[src/rtl/comm_fpga_fx2_v2_pkg.sv]
// Shared types and constants for the FX2 FIFO-to-channel bridge.
package comm_fpga_fx2_v2_pkg;

  // FX2 high-speed bulk endpoint size in bytes
  localparam int unsigned EP_SIZE = 512;
  localparam int unsigned EP_BITS = $clog2(EP_SIZE);

  // Value of fx2FifoSel_out selecting each FX2 FIFO
  localparam logic FIFO_OUT = 1'b0;  // host -> FPGA
  localparam logic FIFO_IN  = 1'b1;  // FPGA -> host

  typedef enum logic [3:0] {
    StIdle,
    StGetCount0,
    StGetCount1,
    StGetCount2,
    StGetCount3,
    StBeginWrite,
    StWrite,
    StEndWriteAligned,
    StEndWriteNonaligned,
    StRead
  } state_e;

endpackage

[src/rtl/comm_fpga_fx2_v2.sv]
// FX2 FIFO bridge: decodes command/count header from the OUT FIFO, then
// streams bytes host->FPGA (h2f) or FPGA->host (f2h) on the selected channel.
module comm_fpga_fx2_v2
  import comm_fpga_fx2_v2_pkg::*;
(
  input  logic       clk_in,
  input  logic       reset_in,
  output logic       fx2FifoSel_out,
  input  logic [7:0] fx2Data_in,
  output logic [7:0] fx2Data_out,
  output logic       fx2Data_sel,
  output logic       fx2Read_out,
  input  logic       fx2GotData_in,
  output logic       fx2Write_out,
  input  logic       fx2GotRoom_in,
  output logic       fx2PktEnd_out,
  output logic [6:0] chanAddr_out,
  output logic [7:0] h2fData_out,
  output logic       h2fValid_out,
  input  logic       h2fReady_in,
  input  logic [7:0] f2hData_in,
  input  logic       f2hValid_in,
  output logic       f2hReady_out
);

  state_e      r_state, w_state_nxt;
  logic [31:0] r_count, w_count_nxt;
  logic [6:0]  r_chan,  w_chan_nxt;
  logic        r_dir,   w_dir_nxt;
  logic        r_aligned, w_aligned_nxt;
  logic [31:0] w_count_full;

  // Full count as it stands once the final count byte is on the bus
  assign w_count_full = {r_count[31:8], fx2Data_in};
  assign chanAddr_out = r_chan;

  // State and datapath registers with synchronous reset
  always_ff @(posedge clk_in) begin
    if (reset_in) begin
      r_state   <= StIdle;
      r_count   <= '0;
      r_chan    <= '0;
      r_dir     <= 1'b0;
      r_aligned <= 1'b0;
    end else begin
      r_state   <= w_state_nxt;
      r_count   <= w_count_nxt;
      r_chan    <= w_chan_nxt;
      r_dir     <= w_dir_nxt;
      r_aligned <= w_aligned_nxt;
    end
  end

  // Next-state and datapath update
  always_comb begin
    w_state_nxt   = r_state;
    w_count_nxt   = r_count;
    w_chan_nxt    = r_chan;
    w_dir_nxt     = r_dir;
    w_aligned_nxt = r_aligned;
    unique case (r_state)
      StIdle: begin
        if (fx2GotData_in) begin
          w_dir_nxt   = fx2Data_in[7];
          w_chan_nxt  = fx2Data_in[6:0];
          w_state_nxt = StGetCount0;
        end
      end
      StGetCount0: begin
        if (fx2GotData_in) begin
          w_count_nxt[31:24] = fx2Data_in;
          w_state_nxt        = StGetCount1;
        end
      end
      StGetCount1: begin
        if (fx2GotData_in) begin
          w_count_nxt[23:16] = fx2Data_in;
          w_state_nxt        = StGetCount2;
        end
      end
      StGetCount2: begin
        if (fx2GotData_in) begin
          w_count_nxt[15:8] = fx2Data_in;
          w_state_nxt       = StGetCount3;
        end
      end
      StGetCount3: begin
        if (fx2GotData_in) begin
          w_count_nxt = w_count_full;
          if (w_count_full == 32'd0) begin
            w_state_nxt = StIdle;
          end else if (r_dir) begin
            w_state_nxt = StBeginWrite;
          end else begin
            w_state_nxt = StRead;
          end
        end
      end
      StBeginWrite: begin
        // A whole number of endpoints commits itself; otherwise a short packet needs PKTEND
        w_aligned_nxt = (r_count[EP_BITS-1:0] == '0);
        w_state_nxt   = StWrite;
      end
      StWrite: begin
        if (fx2GotRoom_in && f2hValid_in) begin
          w_count_nxt = r_count - 32'd1;
          if (r_count == 32'd1) begin
            w_state_nxt = r_aligned ? StEndWriteAligned : StEndWriteNonaligned;
          end
        end
      end
      StEndWriteAligned: begin
        w_state_nxt = StIdle;
      end
      StEndWriteNonaligned: begin
        if (fx2GotRoom_in) begin
          w_state_nxt = StIdle;
        end
      end
      StRead: begin
        if (fx2GotData_in && h2fReady_in) begin
          w_count_nxt = r_count - 32'd1;
          if (r_count == 32'd1) begin
            w_state_nxt = StIdle;
          end
        end
      end
      default: w_state_nxt = StIdle;
    endcase
  end

  // Output decode from current state and live FIFO/stream handshakes
  always_comb begin
    fx2FifoSel_out = FIFO_OUT;
    fx2Read_out    = 1'b1;
    fx2Write_out   = 1'b1;
    fx2PktEnd_out  = 1'b1;
    fx2Data_sel    = 1'b0;
    fx2Data_out    = f2hData_in;
    h2fData_out    = fx2Data_in;
    h2fValid_out   = 1'b0;
    f2hReady_out   = 1'b0;
    unique case (r_state)
      StIdle, StGetCount0, StGetCount1, StGetCount2, StGetCount3: begin
        fx2Read_out = !fx2GotData_in;
      end
      StBeginWrite, StEndWriteAligned: begin
        fx2FifoSel_out = FIFO_IN;
      end
      StWrite: begin
        fx2FifoSel_out = FIFO_IN;
        fx2Data_sel    = 1'b1;
        f2hReady_out   = fx2GotRoom_in;
        fx2Write_out   = !(fx2GotRoom_in && f2hValid_in);
      end
      StEndWriteNonaligned: begin
        fx2FifoSel_out = FIFO_IN;
        fx2PktEnd_out  = !fx2GotRoom_in;
      end
      StRead: begin
        h2fValid_out = fx2GotData_in;
        fx2Read_out  = !(fx2GotData_in && h2fReady_in);
      end
      default: ;
    endcase
  end

endmodule

[config.mk]
export PLATFORM = sky130hd
export DESIGN_NAME = comm_fpga_fx2_v2
export DESIGN_NICKNAME = d
export VERILOG_FILES = /design/src/rtl/comm_fpga_fx2_v2_pkg.sv /design/src/rtl/comm_fpga_fx2_v2.sv
export SDC_FILE = /design/constraint.sdc
export NUM_CORES = 1
export LEC_CHECK = 0
export ABC_CLOCK_PERIOD_IN_PS = 2000
export CAP_MARGIN = 25
export CORE_ASPECT_RATIO = 1.2
export CORE_MARGIN = 2
export CORE_UTILIZATION = 48
export DETAILED_ROUTE_END_ITERATION = 7
export PLACE_DENSITY = 0.8
export SKIP_CTS_REPAIR_TIMING = 1
export SKIP_LAST_GASP = 1
export SLEW_MARGIN = 10
export SYNTH_ARGS = -nofsm -noshare
export SYNTH_HDL_FRONTEND = slang
export SYNTH_SLANG_ARGS = --single-unit
export TNS_END_PERCENT = 50
[constraint.sdc]
create_clock -name clk_in -period 2 [get_ports clk_in]
set_input_delay 0.5 -clock clk_in [delete_from_list [all_inputs] [get_ports clk_in]]
set_output_delay 0.5 -clock clk_in [all_outputs]
set_load 0.01 [all_outputs]
=== Word-level counts from Yosys, hierarchy flattened ===
Cells that the tools add are included.

* Add/subtract/negate cells: 1
* Eq/ne operators: 20
* Mux-type cells: 29
* Bitwise logic cells: 1
* Reductions and logical operators: 21

{| class="wikitable"
|+ Operator list
! operator !! count
|-
| $pmux 8 s4 || 3
|-
| $mux 32 || 2
|-
| $mux 4 || 13
|-
| $pmux 4 s9 || 1
|-
| $eq 32x1->1 const B || 1
|-
| $logic_not 32->1 || 1
|-
| $sub 32x1->32 const B || 1
|-
| $pmux 8 s3 || 1
|-
| $ne 2x2->1 const B || 10
|-
| $eq 4x3->1 const B || 4
|-
| $mux 8 || 2
|-
| $reduce_and 5->1 || 3
|-
| $reduce_bool 3->1 || 4
|-
| $reduce_and 10->1 || 1
|-
| $logic_not 9->1 || 1
|-
| $eq 4x2->1 const B || 2
|-
| $eq 4x4->1 const B || 2
|-
| $mux 1 || 6
|-
| $reduce_or 5->1 || 1
|-
| $eq 4x1->1 const B || 1
|-
| $logic_not 1->1 || 4
|-
| $logic_not 4->1 || 1
|-
| $reduce_and 4->1 || 1
|-
| $reduce_or 4->1 || 1
|-
| 4 further kinds || 5
|}

* Bits in registers: 45
* Bits of input ports: 22
* Output and inout port bits: 30
* Word-level logic and storage cells: 80

=== Longest topological paths before layout ===
Gate-level depths: netlist (run 1).

* Depth after elaboration: 4
* Gate-level depth with buffers: 9
* Gate-level depth less buffers: 7

=== Least setup slack after synthesis (run 1) ===
Ideal clock, no wire load.

* Kind: register to register
* Start point: reg r_count[0]
* End point: reg r_count[27]
* Setup time: 132 ps
* Arrival: 2102 ps
* Required time: 1868 ps
* Slack: -235 ps
* Stages on the path, launching flop included: 7
* Period minus slack after synthesis: 2235 ps
* Cells stage by stage: dfxtp_1 or4_4 or3_1 buf_2 or2_2 o311ai_0 a21oi_1

* Cells in the longest elaborated chain, start to end: 3
* Elaborated cells on any way between the ends: 4

{| class="wikitable"
|+ Ends and longest elaborated chain
! element !! RTL line !! source
|-
| start, declared || comm_fpga_fx2_v2.sv:27 || <nowiki>logic [31:0] r_count, w_count_nxt;</nowiki>
|-
| start signal, assigned || comm_fpga_fx2_v2.sv:47 || <nowiki>r_count <= w_count_nxt;</nowiki>
|-
| $sub 32x1->32 * || comm_fpga_fx2_v2.sv:106, comm_fpga_fx2_v2.sv:122 ||
|-
| $mux 32 (on tied branches) || comm_fpga_fx2_v2.sv:121, comm_fpga_fx2_v2.sv:105 ||
|-
| $pmux 8 s4 * || comm_fpga_fx2_v2.sv:61 || <nowiki>unique case (r_state)</nowiki>
|}

Every way passes the cells marked *; elsewhere a longest branch is shown, timed or not. The select of a mux whose other input is x is not followed.
A chain may end at the register's enable or synchronous reset.

=== Final worst setup path (run 1) ===
* Start point: reg r_count[8]
* End point: reg r_count[31]

The elaborated chain is that of the path after synthesis.

==> results.ini, run 1 <==
[floorplanning]
dieArea_um2 = 6795
core_um2 = 5973
die_w_um = 75.59
ios = 52
start_util_pct = 49.41
rows = 31
chipHeight_um = 89.90

[status]
violations = setup timing
outcome = finished with violations

[pwr]
p_per_area_nw_per_um2 = 502.8
ir_drop_uv = 317.5
p_leak_nw = 1.791

[flow_run]
maxCapViolCount = 0

[cells_and_area]
area_growth_pct = 43.45
stdcell_area_um2 = 4234
final_common_cell = buf_4
diodes = 0
nNetsFinal = 515
final_cell_mix = 83 x buf_4, 42 x nor2_1, 39 x a21oi_1
drive_gt1_share_pct = 29.33

[sta]
maxClockFrequency_mhz = 450.7
skew_ps = 6.778
tightest_slew_ps = 441.0
min_period_ps = 2219
setup_viol = 24
finalHoldViolations = 0
grt_setup_unrepaired = yes
fin_crit_sh_pct = 110.9
setup_slack_ps = -218.6
drv_slew = 0
slew-limit-headroom_pct = 70.22

[route]
drt_iter0_drc = 336
viasPerCell = 6.108
vias = 3500
firstDrtPassIters = 7
wl_met1_um = 3968
top_layer = met4
wirelength_um = 9894
wl_met2_um = 4850
ant_nets = 0
wire_per_inst_um = 17.27
wl_met3_um = 643
drc = 0

[logic_synthesis]
async_flop_share_pct = 0
synth-edff-count = 0
yosys_warnings = 0
synth_cell_type_count = 56
synthCells = 399
synth_top_cell_area_share_pct = 30.52
syn_area_um2 = 2952
synthFlopType = dfxtp_1
synth.area.top_cells = dfxtp_1 31%, a21oi_1 7.5%, o21ai_0 6.6%
yosysSeqAreaShare_pct = 30.52
avgSynthCellArea_um2 = 7.397
syn-num-nets = 423
yosys.area.top_type = dfxtp_1
ys_ff_latch = 45

[min_path]
hp-start = r_count[17]$_SDFFE_PP0P_
hp-class = register to register

[clocking]
clockRootBuffer = clkbuf_8
cts_sinks = 45
clkTransAtPathRegs_ps = 80
cts_tree = yes
htreeDepth = 2
clk_path_buf_depth = 2
numCtsBuffers = 5
clk_latency_ps = 290

[critical_path]
worstSetupStartpointType = register
critical_path_required_ps = 2230
crit_chain = or4_4, or3_4, or3_1, or4_1, a31oi_1
reg2reg_from = r_count[8]$_SDFFE_PP0P_
cp-end-kind = register
path_class = register to register
critPathArrivalTime_ps = 2440
crit_path_start = r_count[8]$_SDFFE_PP0P_
worstPathMaxFanout = 2
cpPeakStageDelay_ps = 530
slowest_stage = or4_4

[global_routing]
track_usage_pct = 27.89
grt_max_degree = 30
grt_pass1_vias = 3242
overflow = 0
grt_pass1_wl_um = 15000
antenna_found_initial = 0

[placement]
gp_congestion = 0.8947
pre_cts_ws_ps = -394.9
place_hpwl_um = 7026
io_buffer_count = 35
dpl_cell_area_um2 = 3905

state kept, by name, summed over array words and instances, names as in the netlist:
name and cells:
r_aligned 1, chanAddr_out 7, r_state 4, r_dir 1, r_count 32
per-layer routing:
metal / up-vias / track usage (%)
met5: - / 0
met4: 0 / 11.40
met3: 45 / 4.260
met2: 173 / 45.65
met1: 1629 / 35.67
li1: 1653 / -
stage by stage:
step / power, W / setup TNS (ps) / instances / hold slack (ps) / util (%)
floorplan: 0.001227 / -289.6 / 399 / 450.2 / -
global placement: 0.001423 / -9608 / 563 / 467.1 / 65.37
detailed placement: 0.001435 / -11080 / 563 / 478.5 / 65.37
CTS: 0.002087 / -4832 / 570 / 490.6 / 67.11
global route: 0.002203 / -3976 / 573 / 529.6 / 70.88
finish: 0.002129 / -2185 / 573 / 499.1 / 70.88
report_power, final:
part	internal [W]	switching, W	leakage [nW]
Clock	0.000363	0.000299	0.0540
Combinational	0.000259	0.000260	1.37
Sequential	0.000925	0.0000226	0.368
Total	0.00155	0.000582	1.79
logic make-up (layout without fill, tap and decap cells):
| family | Yosys count | count (layout) | share of synthesized area [%] |
|---|---|---|---|
| fa+ha+maj | 2 | 2 | 0.8477 |
| mux | 9 | 9 | 3.052 |
| simple gates | 155 | 155 | 28.53 |
| buf+inv | 54 | 146 | 8.987 |
| compound gates | 133 | 133 | 27.77 |
| xor+xnor | 1 | 1 | 0.2968 |
| flops | 45 | 45 | 30.52 |
critical path: cells and delay by family (launching register included):
| kind | cells | cell delay, ps |
|---|---|---|
| AO/OA/AOI/OAI | 1 | 140 |
| flip-flops | 1 | 340 |
| AND/OR/NAND/NOR | 4 | 1680 |
cell usage after synthesis (all sizes together), types with 10 or more instances:
library cell and instances:
nor2 43, dfxtp 45, a21oi 44, or4 10, nand2 18, or3 10, inv 13, o21ai 39
nor4 10, buf 20, clkbuf 21, nor3 12
area by class of cell:
type / count / area (um^2)
flip-flops and latches: 45 / 909.6
multi-input cells: 300 / 1967
well taps: 82 / 102.6
fillers: 481 / 1739
clock buffers: 5 / 68.82
repair buffers: 126 / 1102
clock inverters: 2 / 35.03
inverters: 13 / 48.80
path summary, 6_finish.rpt:
| kind | endpoint | slack [ps] | depth (start not counted) |
|---|---|---|---|
| worst max-delay path | r_count[31]$_SDFFE_PP0P_ | -220 | 5 |
| worst min-delay path | r_count[17]$_SDFFE_PP0P_ | 500 | 2 |
| worst max register to register | r_count[31]$_SDFFE_PP0P_ | -220 | 5 |
| worst min register to register | r_count[17]$_SDFFE_PP0P_ | 500 | 2 |
No activity file was read; power rests on OpenSTA's default activity.
==> run 2: changes to the inputs <==
CORE_UTILIZATION = 40   (was 48)
PLACE_DENSITY = 0.69   (was 0.8)
==> run 2 against run 1 <==
Compared with the run above: flip-flop and latch count unchanged; clock power is 3% lower; register-to-register slack got worse by 80 ps; clock-buffer cell count is 2 higher; final cell count up 3.5%; via count rose by 1.4%; critical path type unchanged; power is 0.67% higher; die area is 19% higher; the flow still finishes with violations (setup timing).
==> results.ini, run 2 (synthesis gave the netlist of run 1 again) <==
[status]
outcome = finished with violations
violations = setup timing

[clocking]
clkTransAtPathRegs_ps = 90
cts_sinks = 45
numCtsBuffers = 5
clk_path_buf_depth = 2
clk_latency_ps = 300
cts_tree = yes
clockRootBuffer = clkbuf_8
htreeDepth = 2

[floorplanning]
core_um2 = 7189
dieArea_um2 = 8085
rows = 34
die_w_um = 82.42
ios = 52
chipHeight_um = 98.10
start_util_pct = 41.05

[route]
vias = 3548
drt_iter0_drc = 284
drc = 0
ant_nets = 0
firstDrtPassIters = 5
wire_per_inst_um = 17.03
viasPerCell = 5.983
wirelength_um = 10100

[cells_and_area]
area_growth_pct = 47.60
postLayoutCoreUtil_pct = 60.60
diodes = 0
nNetsFinal = 526
largest_register_ff_count = 32
final_common_cell = buf_4
fin_cells = 593
final_cell_mix = 98 x buf_4, 41 x nor2_1, 41 x a21oi_1
regMostFlops = r_count
drive_gt1_share_pct = 31.41

[critical_path]
path_class = register to register
r2r_slack_ps = -300
r2r_cells = 7
worstSetupStartpointType = register
cp-end-kind = register
reg2reg_from = r_count[8]$_SDFFE_PP0P_
critPathArrivalTime_ps = 2510
worstPathMaxFanout = 7
timing.rr.end = r_count[13]$_SDFFE_PP0P_
critical_path_required_ps = 2210
crit_path_start = r_count[8]$_SDFFE_PP0P_

[sta]
maxClockFrequency_mhz = 435.2
slew-limit-headroom_pct = 67.32
tightest_slew_ps = 490.2
drv_slew = 0
skew_ps = 10.96
fin_crit_sh_pct = 114.9
grt_setup_unrepaired = yes
setup_slack_ps = -297.8
finalHoldViolations = 0
min_period_ps = 2298
hold_ws_ps = 500.8
setup_viol = 23

[pwr]
p_leak_nw = 1.862
p_per_area_nw_per_um2 = 491.9
ir_drop_uv = 326.6

[min_path]
hold_path_end = r_count[21]$_SDFFE_PP0P_
hp-start = r_count[21]$_SDFFE_PP0P_
whs_path_depth = 2
hp-class = register to register

[global_routing]
grtUsageMet3_pct = 2.865
overflow = 0
use_met1_pct = 30.57
grt_pass1_vias = 3268
track_usage_pct = 24.18
grt_pass1_wl_um = 15500
antenna_found_initial = 0
grt_max_degree = 30
grt.busiest_layer = met2
met2_usage_pct = 41.00

[placement]
place_hpwl_um = 7218
io_buffer_count = 35
gp_congestion = 0.8946
place_inst = 577

[flow_run]
maxCapViolCount = 0

-- run 2: changes by cell type in the layout (fill, tap and decap cells not counted), moves of 2 or more --
| cell | previous run | this run |
|---|---|---|
| a21oi_2 | 5 | 3 |
| nor4_2 | 4 | 2 |
| a21oi_1 | 39 | 41 |
| buf_12 | 3 | 0 |
| nor4_4 | 0 | 2 |
| nor3_4 | 0 | 3 |
| dfxtp_1 | 38 | 36 |
| clkbuf_8 | 5 | 7 |
| nor3_2 | 6 | 2 |
| o311ai_0 | 2 | 0 |
| buf_4 | 83 | 98 |
| o311ai_4 | 0 | 2 |
-- run 2: metrics by stage --
step	setup WS, ps	power (W)	cell area, um^2	setup TNS (ps)
2_1_floorplan	-112.2	0.001227	2975	-289.6
3_3_place_gp	-364.5	0.001432	3923	-8706
3_5_place_dp	-408.5	0.001440	3923	-10640
4_1_cts	-347.9	0.002067	4024	-4661
5_1_grt	-333.7	0.002213	4357	-4743
6_report	-297.8	0.002143	4357	-2452
-- run 2: critical path: stages, from the launching register on --
cell and delay, ps:
dfxtp_2 350, or4_4 530, or3_4 410, buf_6 160, buf_4 130, nor3_1 220
o21ai_0 150, a221oi_1 260
-- run 2: layer usage --
metal / share of wire (%) / vias to the layer above
li1: - / 1681
met2: 51 / 158
met1: 40 / 1673
met4: 3.4 / 0
met5: 0 / -
met3: 6.1 / 36
-- run 2: power breakdown --
| part | internal [W] | total, W | switching [W] |
|---|---|---|---|
| clock | 0.000313 | 0.000643 | 0.000330 |
| combinational | 0.000280 | 0.000555 | 0.000275 |
| sequential | 0.000924 | 0.000945 | 0.0000218 |
| total | 0.00152 | 0.00214 | 0.000627 |
-- run 2: worst max path at each step --
stage / end / slack (ps)
detailed placement: r_state[2]$_SDFFE_PP0P_ / -410
CTS: fx2Read_out / -350
global placement: fx2Read_out / -360
floorplan: r_count[31]$_SDFFE_PP0P_ / -110
global route: r_count[13]$_SDFFE_PP0P_ / -330
finish: r_count[13]$_SDFFE_PP0P_ / -300
-- run 2: layout make-up --
cell class,count,area [um^2]
Clock buffer,7,96.34
Clock inverter,1,5.005
Fill cell,631,2833
Tap cell,90,112.6
Inverter,13,48.80
Sequential cell,45,914.6
Multi-Input combinational cell,300,2031
Timing Repair Buffer,137,1149
==> run 3: changes to the inputs <==
CORE_MARGIN = 5   (was 2)
==> run 3 against run 2 <==
Compared with the run above: the run still ends with setup timing left; critical endpoint is now r_count[31]$_SDFFE_PP0P_; power down 5.0%; register-to-register slack better by 80 ps; clock skew down 3.9 ps.
==> results.ini, run 3 (synthesis gave the netlist of run 1 again) <==
[status]
outcome = finished with violations
violations = setup timing

[sta]
maxClockFrequency_mhz = 450.7
setup_slack_ps = -218.8
skew_ps = 7.037
grt_setup_unrepaired = yes
finalSetupTns_ps = -2126
fin_crit_sh_pct = 110.9
slew-limit-headroom_pct = 68.15
setup_viol = 26
min_period_ps = 2219
finalHoldViolations = 0
drv_slew = 0
tightest_slew_ps = 477.3
hold_ws_ps = 490.4

[floorplanning]
start_util_pct = 40.81
ios = 52
die_w_um = 88.42
core_um2 = 7232
rows = 34
dieArea_um2 = 9204
chipHeight_um = 104.1

[pwr]
p_per_area_nw_per_um2 = 468.1
p_leak_nw = 1.838
finalPower_w = 0.002036
ir_drop_uv = 272.0

[min_path]
hold_path_end = chanAddr_out[3]$_SDFFE_PP0P_
hp-class = register to register
hp-start = chanAddr_out[3]$_SDFFE_PP0P_
whs_path_depth = 2

[critical_path]
timing.rr.end = r_count[31]$_SDFFE_PP0P_
cp-end-kind = register
r2r_slack_ps = -220
slowest_stage = or4_4
worstPathMaxFanout = 3
crit_buf_inv = 0
cpPeakStageDelay_ps = 540
worstSetupStartpointType = register
critPathArrivalTime_ps = 2460
crit_chain = or4_4, or3_4, or3_1, or4_1, a31oi_1
reg2reg_from = r_count[1]$_SDFFE_PP0P_
cpLargestDelayFamily = simple AND/OR/NAND/NOR gates
path_class = register to register
r2r_cells = 5
critical_path_required_ps = 2240

[cells_and_area]
final_cell_mix = 92 x buf_4, 42 x nor2_1, 38 x dfxtp_1
largest_register_ff_count = 32
final_common_cell = buf_4
postLayoutCoreUtil_pct = 60.14
nNetsFinal = 521
diodes = 0
drive_gt1_share_pct = 30.52
regMostFlops = r_count
area_growth_pct = 47.35

[global_routing]
antenna_found_initial = 0
overflow = 0
grt_pass1_vias = 3463
track_usage_pct = 21.48
grt_pass1_wl_um = 16100
grt_max_degree = 30

[route]
wire_per_inst_um = 17.39
vias = 3589
drt_iter0_drc = 316
ant_nets = 0
wirelength_um = 10230
firstDrtPassIters = 5
viasPerCell = 6.104
drc = 0

[clocking]
htreeDepth = 2
cts_tree = yes
clockRootBuffer = clkbuf_8
clk_path_buf_depth = 2
clkTransAtPathRegs_ps = 90
cts_sinks = 45
numCtsBuffers = 5
clk_latency_ps = 300

[placement]
gp_congestion = 0.9388
io_buffer_count = 35
place_hpwl_um = 7394

[flow_run]
maxCapViolCount = 0

[run 3: cell count changes in the layout (fill, tap and decap cells not counted), moves of 3 or more]
cell,delta
o21ai_0,-5
buf_12,+3
a21oi_1,-4
clkbuf_1,+3
buf_4,-6
o21ai_1,+3
a21oi_2,+4
[run 3: metal layers]
metal	vias to the layer above	wire length (um)	GRT usage (%)
li1	1672	-	-
met1	1687	4004	26.38
met2	186	4994	35.61
met3	44	761	2.615
met4	0	465	11.56
met5	-	0	0
[run 3: stage by stage]
stage	instances	setup WS [ps]	cell area [um^2]
6_report	588	-218.8	4349
5_1_grt	588	-265.7	4349
4_1_cts	587	-468.2	4055
3_5_place_dp	579	-450.5	3975
3_3_place_gp	579	-440.7	3975
2_1_floorplan	399	-112.2	2975
[run 3: power by group]
part | internal [W] | switching (W)
registers | 0.000925 | 0.0000218
clock network | 0.000249 | 0.000312
logic | 0.000258 | 0.000269
total | 0.00143 | 0.000604
[run 3: worst max path at each step]
stage / from / end / slack [ps] / cells past startpoint
global placement: h2fReady_in / fx2Read_out / -440 / 5
finish: r_count[1]$_SDFFE_PP0P_ / r_count[31]$_SDFFE_PP0P_ / -220 / 5
global route: r_count[1]$_SDFFE_PP0P_ / r_count[31]$_SDFFE_PP0P_ / -270 / 5
floorplan: r_count[7]$_SDFFE_PP0P_ / r_count[31]$_SDFFE_PP0P_ / -110 / 5
CTS: h2fReady_in / fx2Read_out / -470 / 5
detailed placement: fx2GotData_in / r_state[2]$_SDFFE_PP0P_ / -450 / 6
[run 3: layout make-up]
type,count,area (um^2)
clock buffers,8,80.08
fillers,655,2883
inverters,13,51.30
multi-input cells,300,2047
flip-flops and latches,45,909.6
well taps,90,112.6
repair buffers,132,1149
[run 3: tightest hold or removal path: cells and delay by family, from the launching register on]
family | cells | cell delay, ps
simple gates | 1 | 70
compound gates | 1 | 60
flops | 1 | 330
